### config.mk
export PLATFORM = sky130hd
export DESIGN_NAME = bypass_popcnt
export DESIGN_NICKNAME = d
export VERILOG_FILES = /design/src/rtl/bypass_popcnt.sv
export SDC_FILE = /design/constraint.sdc
export NUM_CORES = 1
export LEC_CHECK = 0
export ABC_CLOCK_PERIOD_IN_PS = 3000
export BUFFER_PORTS_ARGS = -buffer_cell sky130_fd_sc_hd__buf_2
export CAP_MARGIN = 20
export CORE_AREA = 2 2 39 41
export DETAILED_ROUTE_END_ITERATION = 7
export DIE_AREA = 0 0 41 43
export GPL_TIMING_DRIVEN = 0
export PLACE_DENSITY_LB_ADDON = 0.25
export SYNTH_ARGS = -nofsm -noshare
export SYNTH_HDL_FRONTEND = slang
export SYNTH_SLANG_ARGS = --single-unit
### constraint.sdc
create_clock -name vclk -period 3
set_input_delay 0 -clock vclk [all_inputs]
set_output_delay 0 -clock vclk [all_outputs]
set_load 0.02 [all_outputs]
### src/rtl/bypass_popcnt.sv
// ---------------------------------------------------------------------------
// bypass_popcnt
// Combinational dense precision index: number of bits set in i_word that are
// not bypassed by i_mask.
//   i_word  [WIDTH] : received mask word
//   i_mask  [WIDTH] : latched bypass mask (1 = bit bypassed)
//   o_count [IDXW]  : popcount(i_word & ~i_mask)
// ---------------------------------------------------------------------------
module bypass_popcnt #(
    parameter int WIDTH = 8,
    parameter int IDXW  = $clog2(WIDTH + 1)
) (
    input  logic [WIDTH-1:0] i_word,
    input  logic [WIDTH-1:0] i_mask,
    output logic [IDXW-1:0]  o_count
);

    logic [WIDTH-1:0] w_live;

    assign w_live = i_word & ~i_mask;

    always_comb begin
        o_count = '0;
        for (int i = 0; i < WIDTH; i++) begin
            o_count = o_count + IDXW'(w_live[i]);
        end
    end

endmodule

# Yosys cells after proc, flatten, opt, wreduce, memory -nomap -nowiden
# Index checks and enable logic that the tools add are counted.
# word_totals
input_bits,16
out_inout_bits,4
elab_cells,9
regBits,0
# classes
add_sub_neg,7
bitwise,2
# ops
cell,count
$add 4x1->4,4
$and 8x8->8,1
$not 8->8,1
$add 3x1->4,1
$add 2x1->3,1
$add 1x1->2,1

# Longest topological paths before layout
# depth
word_depth,9
depth_mapped,10
depth_no_buf,10

# Worst setup path before layout
# No wires, ideal clock.
# synth_path
path_type,in2out
from,in i_word[0]
to,out o_count[2]
t_arrival_ps,2794
path_buffers,0
slack_ps,206
required_ps,3000
cell_stages,10
cell_sequence,nor2b_1 -> fa_1 -> inv_1 -> fa_1 -> inv_1 -> fa_1 -> ha_1 -> inv_1 -> fa_1 -> xnor2_1
# synth_between
elab_chain_len,8
# synth_lines
item,line,rtl
start: declaration,13,"input logic [WIDTH-1:0] i_word,"
$and 8x8->8,20,assign w_live = i_word & ~i_mask;
$add 1x1->2,25,o_count = o_count + IDXW'(w_live[i]);
$add 2x1->3,25,
$add 3x1->4,25,
$add 4x1->4 (4 in a row),25,
end: declaration,15,output logic [IDXW-1:0] o_count
# No other way between the ends.

# Final worst setup path
# Same ends and word-level chain as after synthesis.

==> metrics.txt <==
run status complete, no violations; Final Wtd Congestion 0.623; fin util 24.1%; final setup fails 0; synthesized netlist net count 48; hold path start i_word[2]; first-pass GRT wire length 621 um; most frequent cells in the layout buf_2 (20), inv_1 (7), nor2b_1 (7); post-CTS setup repair buffer count 0; Worst path most repeated cell fa_1; ant diodes 0; CP Max Fanout 2; number of antenna violations at the first check in global routing 0; post-route insts no fill 61; CP Buf/Inv Count 5; Synth top area share 37.4%; cts hold-fix bufs 0; RSZ-0062 raised after global routing no; port bufs 20; min Tclk post-route 2840 ps; worst-path cell chain buf_2 > nor2b_1 > fa_1 > inv_1 > fa_1 > inv_1 > fa_1 > ha_1 > inv_1 > fa_1 > xnor2_1 > buf_2; Via-to-Cell Ratio 3.41; # IOs 20; Avg Cell Area, Syn 8.56 um^2; Overall Power 0.0827 mW; # clk buffers 0; area leader, netlist fa_1; maximum number of pins on one net before global-route repair 3; CORE AREA 0.00138 mm^2; fin nets 70; Iter 0 DRT Violations 1; Final WS setup 155 ps; critical path class primary input to primary output; Levels on crit path 12; CP Data Required Time 3000 ps; TritonRoute pass-1 iters 2; # DRC 0; cell count after synthesis 25; seq_cells 0; post-synthesis sequential area ratio 0%; Critical Path Start Type primary input; layout cell share with drive strength beyond 1 44.4%; met3 Track Usage GR 0%; # fillers 164; routed vias 208; Hold Slack 481 ps; CP arrival 2840 ps; Worst slew margin 89.5%; all-layer global routing usage 4.62%; die height 43 um; Tcrit/Tclk final 94.8%; Critical Path Max Stage Delay 530 ps; Starting Density 15.5%; Die Footprint 0.00176 mm^2; FF+latch area 0 um^2; Worst Hold Class primary input to primary output; die width 41 um; slowest stage cell on the critical path fa_1; area grow syn2layout 56.1%; hold depth 4; Hold Violations, Final 0; top cells by area, synth fa_1 (37%), nor2b_1 (20%), ha_1 (18%); vias in the first global route 193; launch point of the critical path i_word[0]; Slew Viols, Final 0; CTS resizes 0; P per Cell Area 248 mW/mm^2; Setup TNS 0 ps; max frequency 352 MHz; placed cell count 61; post-synth cell types 7; met2 Track Usage GR 8.13%; leakage power 0.191 nW; YS warnings 0; busiest grt layer met2; commonest non-fill, non-tap cell in the layout buf_2; synthesized cell area 214 um^2; global route overflow 0; row cnt 14; WL/cell 6.15 um; max-capacitance violation count 0; antenna-violating nets left 0; pre-CTS setup slack 137 ps; DP Area 334 um^2; WL final 375 um; global routing met1 resource utilization 6.45%; Worst setup EP type primary output; Worst VDD drop 0.0724 mV; Design Area, Final 334 um^2; CP delay by family, top adder cells; Slew @ Worst Pin 157 ps
-- cells by family after synthesis --
kind of cell               Yosys count  share of synthesized area (%)
and+or+nand+nor                      9                           26.3
adders and majority gates            7                           55.0
xor gates and xnor gates             1                           4.09
AOI/OAI and AO/OA                    1                           2.34
buffers and inverters                7                           12.3
-- final cells by class --
| type | count | area, um^2 | area share, % |
|---|---|---|---|
| repair buffers | 20 | 100 | 30.0 |
| inverters | 7 | 26.3 | 7.87 |
| well taps | 16 | 20.0 | 5.99 |
| multi-input cells | 18 | 188 | 56.2 |
-- cell usage after synthesis --
cell / instances
a21oi_1: 1
fa_1: 4
ha_1: 3
inv_1: 7
nand2b_1: 2
nor2b_1: 7
xnor2_1: 1
-- layer usage --
layer,share of wire (%),up-vias,routed length (um)
met5,0,-,0
met4,0,0,0
met3,20,0,74
met2,35,18,132
met1,45,78,168
li1,-,112,-
-- path summary, 6_finish.rpt --
kind,to,slack (ps)
min,o_count[0],480
max,o_count[2],160
-- power by group --
part / internal (mW) / switching, mW / total [mW] / leakage (nW)
registers: 0 / 0 / 0 / 0
clock network: 0 / 0 / 0 / 0
logic: 0.0356 / 0.0471 / 0.0827 / 0.191
total: 0.0356 / 0.0471 / 0.0827 / 0.191
Note: power is estimated with default switching activity, not from simulation.
